## src/rtl/crypto_pkg.sv

```systemverilog
// Shared constants and round primitives for the encrypt and decrypt engines.
package crypto_pkg;

    localparam int unsigned BLOCK_W = 32;
    localparam logic [BLOCK_W-1:0] KEY_BASE = 32'hDEADBEEF;

    typedef logic [BLOCK_W-1:0] block_t;

    // Round r mixes its index into the top byte of the base key.
    function automatic block_t round_key(input block_t base, input int unsigned r);
        return base ^ (block_t'(r) << 24);
    endfunction

    function automatic block_t rotl1(input block_t t);
        return {t[BLOCK_W-2:0], t[BLOCK_W-1]};
    endfunction

    function automatic block_t rotr1(input block_t t);
        return {t[0], t[BLOCK_W-1:1]};
    endfunction

endpackage

```

## src/rtl/decrypt_pipeline_if.sv

```systemverilog
// Ciphertext-in / plaintext-out valid/ready stream pair of the decrypt pipeline.
interface decrypt_pipeline_if #(
    parameter int unsigned BLOCK_WIDTH = 32
);
    logic [BLOCK_WIDTH-1:0] data_in;
    logic                   data_in_valid;
    logic                   data_in_ready;
    logic [BLOCK_WIDTH-1:0] data_out;
    logic                   data_out_valid;
    logic                   data_out_ready;

    modport slave (
        input  data_in, data_in_valid, data_out_ready,
        output data_in_ready, data_out, data_out_valid
    );

    modport master (
        output data_in, data_in_valid, data_out_ready,
        input  data_in_ready, data_out, data_out_valid
    );
endinterface

```

## src/rtl/decrypt_round.sv

```systemverilog
// One pipeline stage: applies the inverse round for ROUND_IDX and registers the result.
module decrypt_round #(
    parameter int unsigned ROUND_IDX = 0,
    parameter logic [31:0] KEY_BASE  = crypto_pkg::KEY_BASE
) (
    input  logic              clk,
    input  logic              rst,
    input  logic              advance,
    input  crypto_pkg::block_t in_data,
    input  logic              in_valid,
    output crypto_pkg::block_t out_data,
    output logic              out_valid
);
    import crypto_pkg::*;

    localparam block_t RKEY = round_key(KEY_BASE, ROUND_IDX);

    block_t data_q, data_d;
    logic   valid_q, valid_d;

    // NOTE: every variable gets its hold value first, so no path through the block can infer a latch.
    always_comb begin
        data_d  = data_q;
        valid_d = valid_q;
        if (advance) begin
            data_d  = rotr1(in_data) ^ RKEY;
            valid_d = in_valid;
        end
    end

    // NOTE: state registers use non-blocking assignments and clear on the asynchronous reset edge.
    always_ff @(posedge clk or posedge rst) begin
        if (rst) begin
            data_q  <= '0;
            valid_q <= 1'b0;
        end else begin
            data_q  <= data_d;
            valid_q <= valid_d;
        end
    end

    assign out_data  = data_q;
    assign out_valid = valid_q;

endmodule

```

## src/rtl/decrypt_pipeline.sv

```systemverilog
// Fully pipelined inverse cipher, one inverse round per stage, with throughput counters.
module decrypt_pipeline #(
    parameter int unsigned BLOCK_WIDTH   = 32,
    parameter int unsigned ROUNDS        = 8,
    parameter logic [31:0] KEY_BASE      = crypto_pkg::KEY_BASE,
    parameter int unsigned COUNTER_WIDTH = 32
) (
    input  logic                     clk,
    input  logic                     rst,
    decrypt_pipeline_if.slave        dif,
    output logic [COUNTER_WIDTH-1:0] blocks_processed,
    output logic [COUNTER_WIDTH-1:0] cycles_elapsed
);
    import crypto_pkg::*;

    logic [ROUNDS:0][BLOCK_WIDTH-1:0] chain_data;
    logic [ROUNDS:0]                  chain_valid;
    logic                             advance;
    logic                             in_fire;
    logic                             out_fire;

    // A single global enable: the whole pipe shifts or the whole pipe holds, bubbles included.
    assign advance           = !chain_valid[ROUNDS] || dif.data_out_ready;
    assign in_fire           = dif.data_in_valid && advance;
    assign out_fire          = chain_valid[ROUNDS] && dif.data_out_ready;

    assign chain_data[0]     = dif.data_in;
    assign chain_valid[0]    = dif.data_in_valid;
    assign dif.data_in_ready = advance;
    assign dif.data_out      = chain_data[ROUNDS];
    assign dif.data_out_valid = chain_valid[ROUNDS];

    // Stage s undoes encrypt round ROUNDS-1-s, so the last encrypt round is peeled off first.
    for (genvar s = 0; s < ROUNDS; s++) begin : g_stage
        decrypt_round #(
            .ROUND_IDX (ROUNDS - 1 - s),
            .KEY_BASE  (KEY_BASE)
        ) u_round (
            .clk       (clk),
            .rst       (rst),
            .advance   (advance),
            .in_data   (chain_data[s]),
            .in_valid  (chain_valid[s]),
            .out_data  (chain_data[s+1]),
            .out_valid (chain_valid[s+1])
        );
    end

    logic                     active_q, active_d;
    logic [COUNTER_WIDTH-1:0] blocks_q, blocks_d;
    logic [COUNTER_WIDTH-1:0] cycles_q, cycles_d;

    always_comb begin
        active_d = active_q || in_fire;
        blocks_d = blocks_q;
        cycles_d = cycles_q;
        if (out_fire) begin
            blocks_d = blocks_q + COUNTER_WIDTH'(1);
        end
        // Counting starts the cycle after the first accept, since active_q is still low on that edge.
        if (active_q) begin
            cycles_d = cycles_q + COUNTER_WIDTH'(1);
        end
    end

    always_ff @(posedge clk or posedge rst) begin
        if (rst) begin
            active_q <= 1'b0;
            blocks_q <= '0;
            cycles_q <= '0;
        end else begin
            active_q <= active_d;
            blocks_q <= blocks_d;
            cycles_q <= cycles_d;
        end
    end

    assign blocks_processed = blocks_q;
    assign cycles_elapsed   = cycles_q;

endmodule
```

## src/flat_wrapper.sv

```systemverilog
// flat-port wrapper written by rule: the top's interface ports become plain ports
module decrypt_pipeline_flat import crypto_pkg::*;
#(
    parameter int unsigned BLOCK_WIDTH   = 32,
    parameter int unsigned ROUNDS        = 8,
    parameter logic [31:0] KEY_BASE      = crypto_pkg::KEY_BASE,
    parameter int unsigned COUNTER_WIDTH = 32
)
  (clk, rst, blocks_processed, cycles_elapsed, dif_data_in, dif_data_in_valid, dif_data_out_ready, dif_data_in_ready, dif_data_out, dif_data_out_valid);
  decrypt_pipeline_if #(.BLOCK_WIDTH(BLOCK_WIDTH)) dif_i ();
  input  logic clk;
  input  logic rst;
  output logic [COUNTER_WIDTH-1:0] blocks_processed;
  output logic [COUNTER_WIDTH-1:0] cycles_elapsed;
  input wire logic [$bits(dif_i.data_in)-1:0] dif_data_in;
  input wire logic [$bits(dif_i.data_in_valid)-1:0] dif_data_in_valid;
  input wire logic [$bits(dif_i.data_out_ready)-1:0] dif_data_out_ready;
  output wire logic [$bits(dif_i.data_in_ready)-1:0] dif_data_in_ready;
  output wire logic [$bits(dif_i.data_out)-1:0] dif_data_out;
  output wire logic [$bits(dif_i.data_out_valid)-1:0] dif_data_out_valid;
  assign dif_i.data_in = dif_data_in;
  assign dif_i.data_in_valid = dif_data_in_valid;
  assign dif_i.data_out_ready = dif_data_out_ready;
  assign dif_data_in_ready = dif_i.data_in_ready;
  assign dif_data_out = dif_i.data_out;
  assign dif_data_out_valid = dif_i.data_out_valid;
  decrypt_pipeline #(.BLOCK_WIDTH(BLOCK_WIDTH), .ROUNDS(ROUNDS), .KEY_BASE(KEY_BASE), .COUNTER_WIDTH(COUNTER_WIDTH)) u_core (.clk(clk), .rst(rst), .dif(dif_i), .blocks_processed(blocks_processed), .cycles_elapsed(cycles_elapsed));
endmodule
```

## config.mk

```make
export PLATFORM = sky130hd
export DESIGN_NAME = decrypt_pipeline_flat
export DESIGN_NICKNAME = d
export VERILOG_FILES = /design/src/rtl/crypto_pkg.sv /design/src/rtl/decrypt_pipeline_if.sv /design/src/rtl/decrypt_round.sv /design/src/rtl/decrypt_pipeline.sv /design/src/flat_wrapper.sv
export SDC_FILE = /design/constraint.sdc
export NUM_CORES = 1
export LEC_CHECK = 0
export BUFFER_PORTS_ARGS = -buffer_cell sky130_fd_sc_hd__buf_4
export CAP_MARGIN = 40
export CORE_UTILIZATION = 55
export CTS_CLUSTER_SIZE = 24
export DETAILED_ROUTE_END_ITERATION = 10
export GPL_TIMING_DRIVEN = 0
export PLACE_DENSITY = 0.75
export SLEW_MARGIN = 20
export SYNTH_ARGS = -nofsm -noshare
export SYNTH_HDL_FRONTEND = slang
export SYNTH_SLANG_ARGS = --single-unit
```

## constraint.sdc

```tcl
create_clock -name clk -period 15.25 [get_ports clk]
set_input_delay 2.2875 -clock clk [delete_from_list [all_inputs] [get_ports clk]]
set_output_delay 2.2875 -clock clk [all_outputs]
set_load 0.1 [all_outputs]
```

==> impl_results.md <==
* Ports at 134
* Avg WL per Cell at 16.4 µm
* Asr flop ratio synth at 100%
* Dpl hpwl at 16,900 µm
* DR vias/cell at 5.36
* R2R Path Start: u_core.g_stage[7].u_round.out_valid
* Commonest cells in the netlist: 329 x dfrtp_1, 197 x nor2_1, 188 x a21oi_1
* Setup TNS at 0 ns
* Most common cell in the netlist: dfrtp_1
* CTS tree: yes
* Synth Flop Type: dfrtp_1
* Min-Delay Path Class: register to register
* Max Cap Violations at 0
* Die extent in y at 153 µm
* Hold wc startpoint: u_core.g_stage[6].u_round.out_data[16]
* Critical path type: primary input to output pin
* Worst Reg-to-Reg Cells at 6
* Clk_lat worst skew at 0.51 ns
* Outcome: completed
* Post-synth EDFFs at 0
* Largest net degree at the start of global routing at 114
* Input/output buffers at 133
* First-pass GRT wire length at 42,400 µm
* Number of synthesized register bits at 329
* Root buffer cell: clkbuf_16
* Final slew viol count at 0
* Overall Global Routing Usage at 22.6%
* Final setup viols at 0
* Syn Nets at 1,085
* Fmax at 158 MHz
* Worst-margin pin slew at 0.801 ns
* Relative slew slack at 46.2%
* Place WS at 8.95 ns
* Final nets at 1,257
* Placed insts at 1,463
* Cts bufs inserted at 34
* Post-Syn Area per Cell at 12.0 µm²
* Fin crit period at 6.33 ns
* Area leader, netlist: dfrtp_1
* Final Instance Count excl. Fillers at 1,522
* CTS Buffer Depth at 3
* Initial antenna violation count at 0
* FP Rows at 54
* R2R Path End: u_core.g_stage[7].u_round.out_data[28]
* Xor/xnor share of the synthesized area at 4.34%
* Setup ws final at 8.92 ns
* Layout area overhead at 20.2%
* R2R Setup Slk at 13.12 ns
* Startpoint Class: primary input
* Worst EP arrival at 4.04 ns
* Share of layout cells above drive strength 1 at 27.7%
* Hold depth at 1
* Fill cell count at 1,606
* CP Data Required Time at 12.96 ns
* CP max FO at 10
* Die Area at 23,400 µm²
* Post-synthesis sequential area ratio at 65.8%
* 1st-iter DRT viols at 396
* Synth top area cells: dfrtp_1 66%, a21oi_1 7.5%, mux2_2 6.9%
* GP Congestion at 0.815
* RSZ-0062 raised after global routing: false
* Inserted Diodes at 0
* Warnings from Yosys at 0
* Worst vdd ir at 142 µV
* Die W at 153 µm
* Hold_buf cts at 0
* GRT overflow at 0
* Htree depth at 2
* Yosys top cell area share at 65.8%
* Adder-cell area share of the yosys netlist at 0.200%
* Initial DRT Pass Iterations at 5
* Core area at 22,100 µm²
* Synthesized instance count at 1,047
* DRT Wirelength at 25,000 µm
* Fin crit share at 41.5%
* Initial core utilization at 56.7%
* Clock Skew at 0.0214 ns
* Post-CTS Setup Repair Bufs at 0
* Hold Vio Cnt, Final at 0
* Post-synthesis cell area at 12,500 µm²
* Largest family of logic cells by synthesized area: simple AND/OR/NAND/NOR gates
* Min-Delay Endpoint: u_core.g_stage[7].u_round.out_data[15]
* Via Count at 8,165
* Drt drc at 0
* Antenna Nets Post-Route at 0
* Crit path capture type: output pin
* Post-synthesis simple-gate area fraction at 11.2%
* Vias in the first global route at 8,240
* Lkg Pwr at 6.85 nW
* Compound-Gate Fraction of Synth Area at 7.58%
* Clock sink total at 329
* Cells resized by post-CTS repair at 0
* Pwr per Cell Area at 228 nW/µm²
* Mux cell area share after synthesis at 6.93%
* Unique cell type count in the Yosys netlist at 28
* Clock-pin transition on the worst setup and hold timing paths at 0.06 ns
[worst max-delay path, stage by stage]
cell      delay [ns]
buf_4           0.11
nand2b_1        0.10
clkbuf_1        0.31
buf_2           0.30
buf_2           0.32
buf_2           0.28
buf_4           0.33
[kinds of logic (layout without fill, tap and decap cells)]
logic type | Yosys count | in the layout
flip-flops | 329 | 329
AND/OR/NAND/NOR | 299 | 299
AO/OA/AOI/OAI | 189 | 189
buffers and inverters | 89 | 284
multiplexers | 77 | 77
XOR/XNOR | 62 | 62
adder cells (fa/ha/maj) | 2 | 2
[final cells by class]
cell class,instances,area (µm²),share of cell area [%]
sequential,329,8230,54.7
multi-input combinational,629,3790,25.2
timing repair buffer,136,1080,7.18
clock buffer,45,963,6.40
buffer,87,492,3.27
tap,280,350,2.33
clock inverter,14,126,0.840
inverter,2,15.0,0.0998
[flip-flops by register name, indices dropped and copies added, names as in the netlist]
| name | count |
|---|---|
| u_core.active_q | 1 |
| u_core.cycles_elapsed | 32 |
| u_core.g_stage.u_round.out_valid | 8 |
| u_core.g_stage.u_round.out_data | 256 |
| u_core.blocks_processed | 32 |
[cell usage in the layout, fill, tap and decap left out, drive strengths merged]
master | netlist | layout
dfrtp | 329 | 329
buf | 76 | 212
nor2 | 197 | 197
a21oi | 188 | 188
mux2 | 77 | 77
clkbuf | 11 | 56
xnor2 | 49 | 49
nand3 | 26 | 26
nand4 | 21 | 21
nand2 | 20 | 20
xor2 | 13 | 13
and3 | 11 | 11
clkinv | 0 | 10
nor3 | 6 | 6
and4 | 5 | 5
and2 | 4 | 4
nor4 | 4 | 4
nand4b | 3 | 3
inv | 2 | 3
nand2b | 2 | 2
ha | 2 | 2
bufinv | 0 | 2
a21o | 1 | 1
clkinvlp | 0 | 1
[power by group]
part           total [mW]  internal [mW]  switching (mW)
logic                1.18          0.381           0.798
clock network       0.805          0.478           0.326
registers            1.45           1.23           0.226
total                3.44           2.09            1.35
[through the flow]
stage               util (%)  cell area [µm²]  total power, mW  hold WS [ns]
floorplan                  -            12500             2.35         0.413
global placement        62.8            13900             2.60         0.424
detailed placement      63.2            14000             2.64         0.429
CTS                     68.1            15000             3.46         0.418
global route            68.1            15000             3.61         0.443
finish                  68.1            15000             3.44         0.420
[per-layer routing]
layer | track usage [%] | wire length (µm) | share of wire, % | vias to the layer above
li1 | - | - | - | 3874
met1 | 31.7 | 11300 | 45 | 4060
met2 | 37.4 | 12200 | 49 | 193
met3 | 2.75 | 890 | 3.6 | 38
met4 | 6.73 | 528 | 2.1 | 0
met5 | 0 | 0 | 0 | -
[worst max-delay path by stage]
stage	startpoint	depth (start not counted)	endpoint
floorplan	rst	1	u_core.active_q
global placement	rst	2	u_core.cycles_elapsed[17]
detailed placement	dif_data_out_ready	7	dif_data_in_ready
CTS	dif_data_out_ready	7	dif_data_in_ready
global route	dif_data_out_ready	7	dif_data_in_ready
finish	dif_data_out_ready	7	dif_data_in_ready
(Power assumes the default switching activity.)
